<file path="src/rtl/shader_array_sequencer.sv">
// rtl/shader_array_sequencer.sv - frame sequencer for the ROWS x COLS pixel_shader array
//
// Purpose:
//   Runs one frame through the shader array. The camera is latched at
//   frame_start. Voxels are pulled one at a time from an upstream valid/ready
//   stream. Each voxel is broadcast with a one-cycle shader_valid pulse, and
//   the sequencer waits for the array-wide rasterizing_done before pulling the
//   next one. After the last voxel it waits for shading_done. It then walks
//   row/col across the shared pixel bus and streams the pixels to the
//   framebuffer writer.
//
// Ports:
//   clock, reset                      clock; asynchronous active-low reset
//   frame_start                       one-cycle frame request (honoured in IDLE only)
//   cam_in_pos_*, cam_in_look_*       camera inputs, sampled at frame_start
//   in_valid/in_ready/in_x/y/z/id/in_last   upstream voxel stream
//   shader_valid, voxel_*, cam_*      broadcast to every shader
//   all_raster_done, all_shade_done   AND-reduced shader status
//   row, col, pixel                   shared pixel bus select and data
//   out_valid/out_ready/out_pixel/out_row/out_col   pixel stream out
//   busy, frame_done, timeout_err     frame status
module shader_array_sequencer #(
  parameter int ROWS         = 4,
  parameter int COLS         = 4,
  parameter int ROW_BITS     = 8,
  parameter int COL_BITS     = 8,
  parameter int COORD_BITS   = 8,
  parameter int PALETTE_BITS = 8,
  parameter int PIXEL_BITS   = 8,
  parameter int TIMEOUT      = 1024
) (
  input  logic                    clock,
  input  logic                    reset,
  input  logic                    frame_start,
  input  logic [31:0]             cam_in_pos_x,
  input  logic [31:0]             cam_in_pos_y,
  input  logic [31:0]             cam_in_pos_z,
  input  logic [31:0]             cam_in_look_x,
  input  logic [31:0]             cam_in_look_y,
  input  logic [31:0]             cam_in_look_z,
  input  logic                    in_valid,
  output logic                    in_ready,
  input  logic [COORD_BITS-1:0]   in_x,
  input  logic [COORD_BITS-1:0]   in_y,
  input  logic [COORD_BITS-1:0]   in_z,
  input  logic [PALETTE_BITS-1:0] in_id,
  input  logic                    in_last,
  output logic                    shader_valid,
  output logic [COORD_BITS-1:0]   voxel_x,
  output logic [COORD_BITS-1:0]   voxel_y,
  output logic [COORD_BITS-1:0]   voxel_z,
  output logic [PALETTE_BITS-1:0] voxel_id,
  output logic [31:0]             cam_pos_x,
  output logic [31:0]             cam_pos_y,
  output logic [31:0]             cam_pos_z,
  output logic [31:0]             cam_look_x,
  output logic [31:0]             cam_look_y,
  output logic [31:0]             cam_look_z,
  input  logic                    all_raster_done,
  input  logic                    all_shade_done,
  output logic [ROW_BITS-1:0]     row,
  output logic [COL_BITS-1:0]     col,
  input  logic [PIXEL_BITS-1:0]   pixel,
  output logic                    out_valid,
  input  logic                    out_ready,
  output logic [PIXEL_BITS-1:0]   out_pixel,
  output logic [ROW_BITS-1:0]     out_row,
  output logic [COL_BITS-1:0]     out_col,
  output logic                    busy,
  output logic                    frame_done,
  output logic                    timeout_err
);

  typedef enum logic [2:0] {
    IDLE, LOAD, ISSUE, WAIT_RASTER, WAIT_SHADE, READOUT, DONE
  } state_t;

  localparam int WAIT_BITS = $clog2(TIMEOUT + 1);

  state_t               state, state_nxt;
  logic [WAIT_BITS-1:0] wait_cnt;
  logic                 last_flag;

  logic frame_go, accept, in_wait, wait_expired;
  logic raster_hit, raster_go, shade_go, timeout_hit;
  logic col_last, row_last, px_accept;

  assign frame_go     = (state == IDLE) && frame_start;
  assign accept       = (state == LOAD) && in_valid && in_ready;
  assign in_wait      = (state == WAIT_RASTER) || (state == WAIT_SHADE);
  assign wait_expired = in_wait && (wait_cnt == WAIT_BITS'(TIMEOUT - 1));
  // Shaders still show the previous voxel's done in the first wait cycle,
  // so raster done is only trusted once the counter has moved off zero.
  assign raster_hit   = (state == WAIT_RASTER) && (wait_cnt != '0) && all_raster_done;
  assign raster_go    = raster_hit || ((state == WAIT_RASTER) && wait_expired);
  assign shade_go     = (state == WAIT_SHADE) && (all_shade_done || wait_expired);
  // A genuine done arriving in the expiry cycle is not a timeout.
  assign timeout_hit  = wait_expired && !raster_hit
                        && !((state == WAIT_SHADE) && all_shade_done);
  assign col_last     = (col == COL_BITS'(COLS - 1));
  assign row_last     = (row == ROW_BITS'(ROWS - 1));
  assign px_accept    = (state == READOUT) && out_ready;

  always_ff @(posedge clock or negedge reset) begin
    if (!reset) state <= IDLE;
    else        state <= state_nxt;
  end

  always_comb begin
    state_nxt = state;
    out_valid = 1'b0;
    out_pixel = '0;
    out_row   = '0;
    out_col   = '0;
    case (state)
      IDLE:        if (frame_go) state_nxt = LOAD;
      LOAD:        if (accept) state_nxt = ISSUE;
      ISSUE:       state_nxt = WAIT_RASTER;
      WAIT_RASTER: if (raster_go) state_nxt = last_flag ? WAIT_SHADE : LOAD;
      WAIT_SHADE:  if (shade_go) state_nxt = READOUT;
      READOUT: begin
        out_valid = 1'b1;
        out_pixel = pixel;
        out_row   = row;
        out_col   = col;
        if (px_accept && col_last && row_last) state_nxt = DONE;
      end
      DONE:        state_nxt = IDLE;
      default:     state_nxt = IDLE;
    endcase
  end

  always_ff @(posedge clock or negedge reset) begin
    if (!reset) begin
      in_ready     <= 1'b0;
      shader_valid <= 1'b0;
      voxel_x      <= '0;
      voxel_y      <= '0;
      voxel_z      <= '0;
      voxel_id     <= '0;
      last_flag    <= 1'b0;
      cam_pos_x    <= '0;
      cam_pos_y    <= '0;
      cam_pos_z    <= '0;
      cam_look_x   <= '0;
      cam_look_y   <= '0;
      cam_look_z   <= '0;
      row          <= '0;
      col          <= '0;
      wait_cnt     <= '0;
      busy         <= 1'b0;
      frame_done   <= 1'b0;
      timeout_err  <= 1'b0;
    end else begin
      // in_ready mirrors "next state is LOAD", so it is high for the whole
      // LOAD visit and drops the cycle after the single accepted voxel.
      in_ready     <= (state_nxt == LOAD);
      shader_valid <= accept;
      frame_done   <= (state_nxt == DONE);

      if (state_nxt != state) wait_cnt <= '0;
      else if (in_wait)       wait_cnt <= wait_cnt + WAIT_BITS'(1);

      if (frame_go) begin
        cam_pos_x   <= cam_in_pos_x;
        cam_pos_y   <= cam_in_pos_y;
        cam_pos_z   <= cam_in_pos_z;
        cam_look_x  <= cam_in_look_x;
        cam_look_y  <= cam_in_look_y;
        cam_look_z  <= cam_in_look_z;
        busy        <= 1'b1;
        timeout_err <= 1'b0;
      end
      if (timeout_hit) timeout_err <= 1'b1;

      if (accept) begin
        voxel_x   <= in_x;
        voxel_y   <= in_y;
        voxel_z   <= in_z;
        voxel_id  <= in_id;
        last_flag <= in_last;
      end

      if (shade_go) begin
        row <= '0;
        col <= '0;
      end else if (px_accept) begin
        if (col_last) begin
          col <= '0;
          row <= row_last ? '0 : row + ROW_BITS'(1);
        end else begin
          col <= col + COL_BITS'(1);
        end
      end

      if (state_nxt == DONE) busy <= 1'b0;
    end
  end

endmodule
</file>
<file path="config.mk">
export PLATFORM = sky130hd
export DESIGN_NAME = shader_array_sequencer
export DESIGN_NICKNAME = d
export VERILOG_FILES = /design/src/rtl/shader_array_sequencer.sv
export SDC_FILE = /design/constraint.sdc
export NUM_CORES = 1
export LEC_CHECK = 0
export CAP_MARGIN = 40
export CORE_AREA = 4 4 195 197
export DETAILED_ROUTE_END_ITERATION = 16
export DIE_AREA = 0 0 199 201
export GPL_TIMING_DRIVEN = 0
export HOLD_SLACK_MARGIN = 0.05
export PLACE_DENSITY = 0.65
export SLEW_MARGIN = 40
export SYNTH_ARGS = -nofsm -noshare
export SYNTH_HDL_FRONTEND = slang
export SYNTH_SLANG_ARGS = --single-unit
</file>
<file path="constraint.sdc">
create_clock -name clock -period 3.8 [get_ports clock]
set_input_delay 0.76 -clock clock [delete_from_list [all_inputs] [get_ports clock]]
set_output_delay 0.76 -clock clock [all_outputs]
set_load 0.03 [all_outputs]
</file>
==> flow_metrics.env <==
export IMPL_synthArstFlopShare_pct=100
export IMPL_cp_slowest_cell="clkdlybuf4s50_1"
export IMPL_worst_setup_path_end_kind="output port"
export IMPL_postCtsSetupBuffers=0
export IMPL_final_cell_mix="nand2_1 (600), clkdlybuf4s50_1 (508), dfrtp_1 (260)"
export IMPL_cp_top_family="buffers and inverters"
export IMPL_final_common_cell="nand2_1"
export IMPL_drive_gt1_share_pct=5.97
export IMPL_power_leakage_nw=8.14
export IMPL_num_io_pins=510
export IMPL_initial_core_util_pct=28.7
export IMPL_cts_buffers=30
export IMPL_relSlewSlack_pct=50.0
export IMPL_path_max_fanout=10
export IMPL_core_um2=36300
export IMPL_rsz0062_at_grt="false"
export IMPL_synthesis_nets=1355
export IMPL_dieArea_um2=40000
export IMPL_synth_top_family_by_area="simple AND/OR/NAND/NOR gates"
export IMPL_period_needed_ns=3.47
export IMPL_multi_input_area_um2=3680
export IMPL_route_detailed_drc=0
export IMPL_fin_cells=2144
export IMPL_clkLatencyLatePin_ns=0.55
export IMPL_root_buffer="clkbuf_16"
export IMPL_rows=70
export IMPL_via_per_inst=4.45
export IMPL_synth_xor_area_share_pct=1.60
export IMPL_synthDistinctLibCells=47
export IMPL_maxSlewViolCount=0
export IMPL_cpPeakStageDelay_ns=0.69
export IMPL_setup_violations_final=0
export IMPL_dp_hpwl_um=28300
export IMPL_avgSynthCellArea_um2=9.38
export IMPL_crit_type="reg -> out"
export IMPL_fill_cells=3437
export IMPL_num_vias=9531
export IMPL_cts_tree="done"
export IMPL_synth_compound_area_share_pct=1.86
export IMPL_synthMuxAreaShare_pct=3.66
export IMPL_grt_overflow=0
export IMPL_grt_pass1_wl_um=57000
export IMPL_fin_setup_tns_ns=0
export IMPL_wl_per_cell_um=17.2
export IMPL_max_cap_viol_count=0
export IMPL_clock_path_buffers=3
export IMPL_power_density_nw_per_um2=857
export IMPL_synthToLayoutAreaGrowth_pct=65.0
export IMPL_ys_ff_latch=260
export IMPL_synthAdderAreaFrac_pct=0.480
export IMPL_status="finished clean"
export IMPL_cp_cell_sequence="buf_2 > nor2b_2 > clkbuf_1 > and3_1 > clkdlybuf4s50_1"
export IMPL_start_kind="flip-flop"
export IMPL_fin_crit_sh_pct=91.3
export IMPL_path_buf_inv=3
export IMPL_max_freq_ghz=0.288
export IMPL_worstMarginPinSlew_ns=0.747
export IMPL_io_buffer_count=509
export IMPL_grt_start_max_net_pins=67
export IMPL_layout_area_seq_um2=6510
export IMPL_hold_class="reg -> reg"
export IMPL_ant_nets=0
export IMPL_yosysWarnings=0
export IMPL_htreeDepth=1
export IMPL_grtUsageMet2_pct=30.4
export IMPL_nets=1901
export IMPL_crit_required_ns=3.04
export IMPL_grt_pass1_vias=10053
export IMPL_drt_pass1_iterations=5
export IMPL_dp_cells=2092
export IMPL_cts_sinks=260
export IMPL_crit_arrival_ns=2.71
export IMPL_fp_dieW_um=199
export IMPL_ys_seq_area_share_pct=62.4
export IMPL_grt_usage_pct=17.8
export IMPL_ir_drop_uv=534
export IMPL_synth_cells=1111
export IMPL_grt_util_met3_pct=6.78
export IMPL_gp_congestion=0.801
export IMPL_met1_usage_pct=20.5
export IMPL_synthSimpleGateAreaFrac_pct=27.5
export IMPL_initialDrtViolationCount=395
export IMPL_ys_flop_type="dfrtp_1"
export IMPL_finalHoldViolCount=0
export IMPL_wirelength_um=36900
export IMPL_antenna_found_initial=1
export IMPL_finClkSkew_ns=0.00972
export IMPL_syn_area_um2=10400
export IMPL_clkSlewWorstSetupHoldPaths_ns=0.06
export IMPL_antenna_cells=0
export IMPL_dieHeight_um=201
export IMPL_grt_busiest_layer="met2"
export IMPL_synth_edf_count=0
[report_power, final]
| group | switching [mW] | internal, mW | total, mW | leakage [nW] |
|---|---|---|---|---|
| clock network | 1.14 | 1.66 | 2.80 | 0.472 |
| logic | 4.43 | 2.92 | 7.36 | 4.39 |
| registers | 0.639 | 3.94 | 4.58 | 3.27 |
| total | 6.22 | 8.52 | 14.7 | 8.14 |
[layout make-up]
| cell class | count | share of cell area [%] |
|---|---|---|
| buffer | 57 | 1.34 |
| multi-input combinational | 788 | 21.4 |
| clock buffer | 41 | 5.08 |
| inverter | 6 | 0.131 |
| clock inverter | 10 | 0.466 |
| sequential | 260 | 37.8 |
| timing repair buffer | 514 | 30.4 |
| tap | 468 | 3.41 |
[registers in the layout, indices dropped and copies added (netlist names), 3 cells and up]
name / flops
cam_pos_z: 32
voxel_y: 8
row: 8
cam_look_z: 32
cam_pos_y: 32
cam_pos_x: 32
voxel_id: 8
col: 8
cam_look_x: 32
voxel_z: 8
state: 3
cam_look_y: 32
voxel_x: 8
wait_cnt: 11
[worst register-to-register path, delay by kind of cell (launching register included)]
kind	cells	cell delay [ns]
buffers and inverters	3	1.23
flip-flops	1	0.39
AND/OR/NAND/NOR	3	0.82
[final timing paths]
check                             start             end  slack [ns]  cells after the start
setup / recovery               state[1]      out_col[1]        0.33                      5
hold / removal             cam_pos_z[9]    cam_pos_z[9]        0.47                      2
setup reg to reg               state[1]   cam_pos_z[22]        1.29                      6
hold reg to reg            cam_pos_z[9]    cam_pos_z[9]        0.47                      2
max in group asynchronous         reset  cam_look_y[23]        2.19                      4
min in group asynchronous         reset          row[2]        0.64                      2
[cell families (layout without fill, tap and decap cells)]
logic type	count (synthesis)	count (layout)
xor+xnor	19	19
mux	34	34
compound gates	27	27
simple gates	704	704
buf+inv	63	628
fa+ha+maj	4	4
flops	260	260
[stage by stage]
stage / hold slack [ns] / area (µm²) / utilization, % / total power [mW] / setup WS [ns]
detailed placement: 0.461 / 16200 / 44.8 / 12.0 / 0.554
global route: 0.494 / 17200 / 47.4 / 15.6 / 0.152
finish: 0.472 / 17200 / 47.4 / 14.7 / 0.329
global placement: 0.457 / 16100 / 44.4 / 11.9 / -9.72
CTS: 0.475 / 17200 / 47.4 / 15.0 / 0.120
floorplan: 0.464 / 10400 / - / 8.56 / 1.54
[synth_stat cells (all sizes together), types with 2 or more instances]
cell type | n | area (µm²)
o22ai | 3 | 18.8
nor4b | 2 | 23.8
nor2b | 2 | 12.5
nor2 | 29 | 116
nor3 | 4 | 20.0
buf | 6 | 38.8
and4b | 2 | 20.0
xnor2 | 8 | 70.1
nand2 | 600 | 2250
nand3 | 7 | 35.0
o21bai | 2 | 15.0
or3 | 2 | 12.5
ha | 4 | 50.1
mux2 | 33 | 372
nand2b | 4 | 32.5
a211oi | 2 | 27.5
nor3b | 2 | 20.0
a21oi | 8 | 40.0
nand3b | 3 | 22.5
inv | 6 | 22.5
o21ai | 4 | 23.8
and3 | 30 | 188
clkbuf | 51 | 191
xor2 | 11 | 96.3
dfrtp | 260 | 6510
nor4 | 6 | 37.5
nand4 | 8 | 50.1
[metal layers]
metal  part of all wire, %  wire, µm  up-vias
li1                      -         -     4588
met1                    38     14200     4516
met2                    48     17900      347
met3                   9.8      3630       78
met4                   3.2      1170        2
met5                 0.054        20        -
[timing repair]
action	4_1_cts	5_1_grt
hold buffers	1	0
endpoints found under the setup margin	0	11
endpoints found under the hold margin	20	0
gates resized for setup	0	1
Note: power is estimated with default switching activity, not from simulation.
